<file path="src/rtl/led_pwm_fader.sv">
// N-channel LED PWM driver with steady / ramp / blink / off modes per channel.
// Each channel owns a phase-staggered period counter; duty changes land only on that channel's wrap.
module led_pwm_fader #(
    parameter int parm_channel_count          = 8,
    parameter int parm_duty_bits              = 8,
    parameter int parm_FCLK                   = 40_000_000,
    parameter int parm_pwm_period_milliseconds = 10,
    parameter int parm_max_duty_percent       = 90,
    parameter int parm_blink_periods          = 50,
    parameter int parm_phase_stagger          = 1
) (
    input  logic                                         i_clk,
    input  logic                                         i_arstn,
    input  logic [parm_channel_count*parm_duty_bits-1:0] i_target_value,
    input  logic [2*parm_channel_count-1:0]              i_mode,
    input  logic [parm_duty_bits-1:0]                    i_ramp_step,
    output logic [parm_channel_count-1:0]                eo_leds,
    output logic                                         o_period_strobe,
    output logic [parm_channel_count-1:0]                o_ramp_done
);

    localparam int N     = parm_channel_count;
    localparam int W     = parm_duty_bits;
    localparam int C_P   = parm_FCLK / 1000 * parm_pwm_period_milliseconds;
    localparam int C_MAX = C_P * parm_max_duty_percent / 100;
    localparam int C_R   = C_MAX / ((2 ** W) - 1);
    localparam int CW    = $clog2(C_P);
    localparam int BW    = (parm_blink_periods > 1) ? $clog2(parm_blink_periods) : 1;

    localparam logic [CW-1:0] CR_V = CW'(C_R);

    typedef enum logic [1:0] {
        MODE_STEADY = 2'b00,
        MODE_RAMP   = 2'b01,
        MODE_BLINK  = 2'b10,
        MODE_OFF    = 2'b11
    } mode_e;

    generate
        if (C_R < 1) begin : g_bad_cfg
            $error("led_pwm_fader: duty step per level is zero; lengthen the period or reduce duty bits");
        end
    endgenerate

    logic [N-1:0] wrap_vec;

    genvar gi;
    generate
        for (gi = 0; gi < N; gi++) begin : g_ch
            localparam int OFFSET = (parm_phase_stagger != 0) ? gi * (C_P / N) : 0;

            logic [CW-1:0] cnt_q, cnt_d;
            logic [W-1:0]  level_q, level_d;
            logic [CW-1:0] prod1_q, prod2_q, duty_q;
            logic [BW-1:0] bcnt_q, bcnt_d;
            logic          phase_q, phase_d;
            logic          wrap;
            logic [W-1:0]  tgt;
            mode_e         md;
            logic [W:0]    sum;

            assign tgt         = i_target_value[gi*W +: W];
            assign md          = mode_e'(i_mode[2*gi +: 2]);
            assign wrap        = (cnt_q == CW'(C_P - 1));
            assign wrap_vec[gi] = wrap;

            always_comb begin
                cnt_d   = wrap ? '0 : cnt_q + 1'b1;
                level_d = level_q;
                bcnt_d  = bcnt_q;
                phase_d = phase_q;
                // Extra carry bit keeps an upward ramp from wrapping past the top level
                sum     = {1'b0, level_q} + {1'b0, i_ramp_step};
                if (wrap) begin
                    case (md)
                        MODE_STEADY: level_d = tgt;
                        MODE_OFF:    level_d = '0;
                        MODE_RAMP: begin
                            if (level_q < tgt) begin
                                level_d = (sum > {1'b0, tgt}) ? tgt : sum[W-1:0];
                            end else if (level_q > tgt) begin
                                level_d = ((level_q - tgt) <= i_ramp_step) ? tgt : level_q - i_ramp_step;
                            end
                        end
                        MODE_BLINK: begin
                            level_d = phase_q ? tgt : '0;
                            if (bcnt_q == BW'(parm_blink_periods - 1)) begin
                                bcnt_d  = '0;
                                phase_d = ~phase_q;
                            end else begin
                                bcnt_d = bcnt_q + 1'b1;
                            end
                        end
                        default: level_d = level_q;
                    endcase
                end
                if (md != MODE_BLINK) begin
                    bcnt_d  = '0;
                    phase_d = 1'b0;
                end
            end

            always_ff @(posedge i_clk or negedge i_arstn) begin
                if (!i_arstn) begin
                    cnt_q           <= CW'(OFFSET);
                    level_q         <= '0;
                    prod1_q         <= '0;
                    prod2_q         <= '0;
                    duty_q          <= '0;
                    bcnt_q          <= '0;
                    phase_q         <= 1'b0;
                    eo_leds[gi]     <= 1'b0;
                    o_ramp_done[gi] <= 1'b1;
                end else begin
                    cnt_q   <= cnt_d;
                    level_q <= level_d;
                    bcnt_q  <= bcnt_d;
                    phase_q <= phase_d;
                    prod1_q <= CW'(level_q) * CR_V;
                    prod2_q <= prod1_q;
                    // Duty only moves at the wrap so a running period is never cut short
                    if (wrap) begin
                        duty_q <= prod2_q;
                    end
                    eo_leds[gi]     <= (cnt_q < duty_q);
                    o_ramp_done[gi] <= (level_q == tgt);
                end
            end
        end
    endgenerate

    always_ff @(posedge i_clk or negedge i_arstn) begin
        if (!i_arstn) begin
            o_period_strobe <= 1'b0;
        end else begin
            o_period_strobe <= wrap_vec[0];
        end
    end

endmodule

</file>
<file path="config.mk">
export PLATFORM = sky130hd
export DESIGN_NAME = led_pwm_fader
export DESIGN_NICKNAME = d
export VERILOG_FILES = /design/src/rtl/led_pwm_fader.sv
export SDC_FILE = /design/constraint.sdc
export NUM_CORES = 2
export LEC_CHECK = 0
export ABC_AREA = 1
export CAP_MARGIN = 25
export CORE_UTILIZATION = 24
export CTS_BUF_LIST = sky130_fd_sc_hd__clkbuf_4 sky130_fd_sc_hd__clkbuf_8
export DETAILED_ROUTE_END_ITERATION = 12
export GPL_TIMING_DRIVEN = 0
export PLACE_DENSITY_LB_ADDON = 0.15
export SYNTH_ARGS = -nofsm -noshare
export SYNTH_HDL_FRONTEND = slang
export SYNTH_SLANG_ARGS = --single-unit
</file>
<file path="constraint.sdc">
create_clock -name i_clk -period 6.6 [get_ports i_clk]
set_input_delay 1.32 -clock i_clk [delete_from_list [all_inputs] [get_ports i_clk]]
set_output_delay 1.32 -clock i_clk [all_outputs]
set_load 0.03 [all_outputs]
</file>
==> out/results.ini <==
[clock_network]
tritoncts=built
root_buffer=clkbuf_8
insertion_delay_ps=920
clock_sinks=745
clock_path_buffers=3
path_clk_slew_ps=60
post_cts_buffers=0
cts_max_level=4
cts_resized=0
cts_made_buffers=152
cts_hold_buf=0

[synth]
syn_area_mm2=0.05348
ys_seq_area_frac=0.3500
synth_seq_cells=745
synth_nets=7418
synth_edf_count=0
synth_top_flop_cell=dfrtp_1
ys_types=63
async_flop_share=1.000
synth.avg_cell_area_um2=8.422
ys_warn_count=0
netlist_instances=6350

[global_routing]
grt-ovfl-total=0
grtUsageTotal=0.1309
grt_max_degree=113
grt_pass1_wl_um=233500
antenna_found_initial=17
grt_pass1_vias=42348

[pwr]
irDropWorstVdd_v=0.0001812
power_frac_comb=0.090
seqPwrFrac=0.408
pwr-share-clk=0.501
p_int_mw=8.264
p_switching_mw=2.987
switching_share=0.2655
p_per_area_mw_per_mm2=180.6
report.power.total_mw=11.25
p_leak_nw=33.22

[sta]
maxSlewHeadroom=0.3048
finalSetupViolCount=0
finalMaxSlewViolations=0
fin_crit_ps=4919
clock-skew-final_ps=41.68
hold_viol_final=0
tns_ps=0
tightest_slew_ps=1035
fin_crit_sh=0.7454
max_freq_ghz=0.2033
whs_ps=303.4
rsz0062_at_grt=false

[setup_path]
regToRegStartpoint=g_ch[5].level_q[2]
r2r_cells=21
critical_path_arrival_ps=5710
worst-path-max-fanout=10
worst_setup_path_end_kind=flop
r2r_slack_ps=2460
worstPathRequired_ps=7390
r2r-end=g_ch[5].level_q[5]
worstSetupPathType=primary input to flop
worstSetupStartpointType=primary input

[floorplan]
dieHeight_um=474.0
coreArea_mm2=0.2206
ioPinCount=107
fp.dieW_um=474.0
dieArea_mm2=0.2247
core.rowCount=172
start_util=0.2424

[drt]
via_count=42094
ant_nets=0
drt_pass1_iterations=5
via_per_inst=4.332
wl_per_cell_um=14.91
drc=0
wl_um=144800
drt_iter0_drc=2112

[final_layout]
drive_gt1_frac=0.07331
final_cells=9716
layout.nets=7697
fillers=23565
synthToLayoutAreaGrowth_pct=16.49
fin_area_mm2=0.06230

[place]
gp_congestion=0.8265
place_inst=9432
detailed_place.area_mm2=0.05870
dp_hpwl_um=111500
io_buffers=106

[min_path]
hold_class=primary input to asynchronous set/reset pin

[run_status]
outcome=finished, final reports clean

[run]
maxCapViolCount=0

placed cells by master (no fill, tap or decap), drive strengths merged, types with 15 or more instances in the layout:
cell type and count:
nand3b 16, nor3 89, dfstp 58, a21oi 582, xor2 228, a211oi 26, o211ai 39, fa 85
inv 984, clkdlybuf4s50 101, o21ai 331, dfrtp 687, nand4 98, bufinv 15, nor4 25, ha 893
a31oi 36, xnor2 47, o21bai 27, buf 65, clkinv 31, clkbuf 255, nand2 1119, nor2 491
a21o 19, nand3 322
power groups by stage:
stage	registers (mW)	logic, mW	clock network, mW
CTS	4.59	1.04	5.94
detailed placement	4.67	1.03	0
global placement	4.69	0.991	0
global route	4.59	1.17	6.14
finish	4.59	1.02	5.64
floorplan	4.67	0.585	0
synth_stat cells, types with 3 or more instances:
master	instances	area [um^2]
inv_1	947	3555
fa_1	85	1702
o21bai_1	27	202.7
nand2_1	1110	4167
nor3b_1	11	82.58
nor2_4	5	56.30
nor3_2	3	30.03
inv_2	29	108.9
o211a_1	3	30.03
a31o_2	3	26.28
nor3_1	85	425.4
nand2_2	7	43.79
nand3_2	4	40.04
nor4_1	24	150.1
a21boi_1	4	30.03
o21ai_2	4	35.03
o211ai_1	39	292.8
buf_2	38	190.2
buf_1	3	11.26
nor2_1	467	1753
o21ai_0	310	1551
ha_1	893	11170
nand3b_1	16	120.1
dfrtp_1	687	17190
dfstp_2	58	1524
xor2_1	228	1997
a21oi_1	576	2883
o21a_1	7	52.55
and3_1	10	62.56
o21ai_1	17	85.08
nand4_1	97	606.8
clkbuf_1	36	135.1
a21o_1	19	142.6
a211oi_1	26	195.2
xnor2_1	47	411.6
nor2_2	19	118.9
a21oi_2	5	43.79
o22ai_1	8	50.05
nand3_1	318	1592
o31ai_1	8	60.06
a31oi_1	32	200.2
a21boi_0	6	45.04
a31oi_2	3	37.54
cell type report:
type / count / area (um^2) / share of cell area
antenna: 6 / 15.01 / 0.0002410
inverter: 978 / 3671 / 0.05893
tap: 2958 / 3701 / 0.05941
sequential: 745 / 18720 / 0.3004
multi-input combinational: 4548 / 30730 / 0.4933
timing repair buffer: 125 / 1526 / 0.02450
buffer: 79 / 361.6 / 0.005804
clock inverter: 60 / 795.8 / 0.01277
clock buffer: 217 / 2780 / 0.04463
registers in the layout (all words and copies together), names as in the netlist:
name,flops
eo_leds,8
g_ch.bcnt_q,48
g_ch.cnt_q,152
g_ch.duty_q,152
g_ch.level_q,64
g_ch.phase_q,8
g_ch.prod1_q,152
g_ch.prod2_q,152
o_period_strobe,1
o_ramp_done,8
worst max-delay path: stages:
cell	delay, ps
clkdlybuf4s50_1	600
buf_16	260
inv_1	490
buf_16	220
ha_1	230
buf_2	170
inv_2	80
nand2_1	50
o21ai_1	250
a21oi_1	130
xor2_1	250
ha_1	310
a21o_1	180
a21oi_1	120
nand2_1	60
nand2_1	230
nand3_2	290
o21ai_0	230
nand2_1	70
nand2_1	60
a21oi_1	60
metal layers:
metal,vias up,global-route usage,wire length [um]
met5,-,0,153
met4,28,0.04040,3549
met3,230,0.02585,5857
met2,544,0.2119,65770
met1,19674,0.1741,69500
li1,21618,-,-
kinds of logic after synthesis:
| group | count (synthesis) | synth area share |
|---|---|---|
| and+or+nand+nor | 2187 | 0.1750 |
| buffers and inverters | 1057 | 0.07541 |
| xor gates and xnor gates | 275 | 0.04504 |
| DFF | 745 | 0.3500 |
| AOI/OAI and AO/OA | 1108 | 0.1139 |
| adders and majority gates | 978 | 0.2407 |
how the worst max path moves through the flow:
stage,end,slack (ps),startpoint
after detailed placement,g_ch[0].level_q[1],670,i_ramp_step[2]
after floorplan,g_ch[7].level_q[4],2000,i_ramp_step[1]
after global routing,g_ch[0].level_q[7],1400,i_ramp_step[2]
after global placement,g_ch[7].prod1_q[17],-32410,i_arstn
after CTS,g_ch[0].level_q[7],1720,i_ramp_step[2]
final,g_ch[0].level_q[7],1680,i_ramp_step[2]
per-stage QoR:
step / setup slack (ps) / utilization
2_1_floorplan: 1999 / -
3_3_place_gp: -32410 / 0.2640
3_5_place_dp: 672.0 / 0.2661
4_1_cts: 1723 / 0.2823
5_1_grt: 1400 / 0.2824
6_report: 1681 / 0.2824
Note: power is estimated with default switching activity, not from simulation.
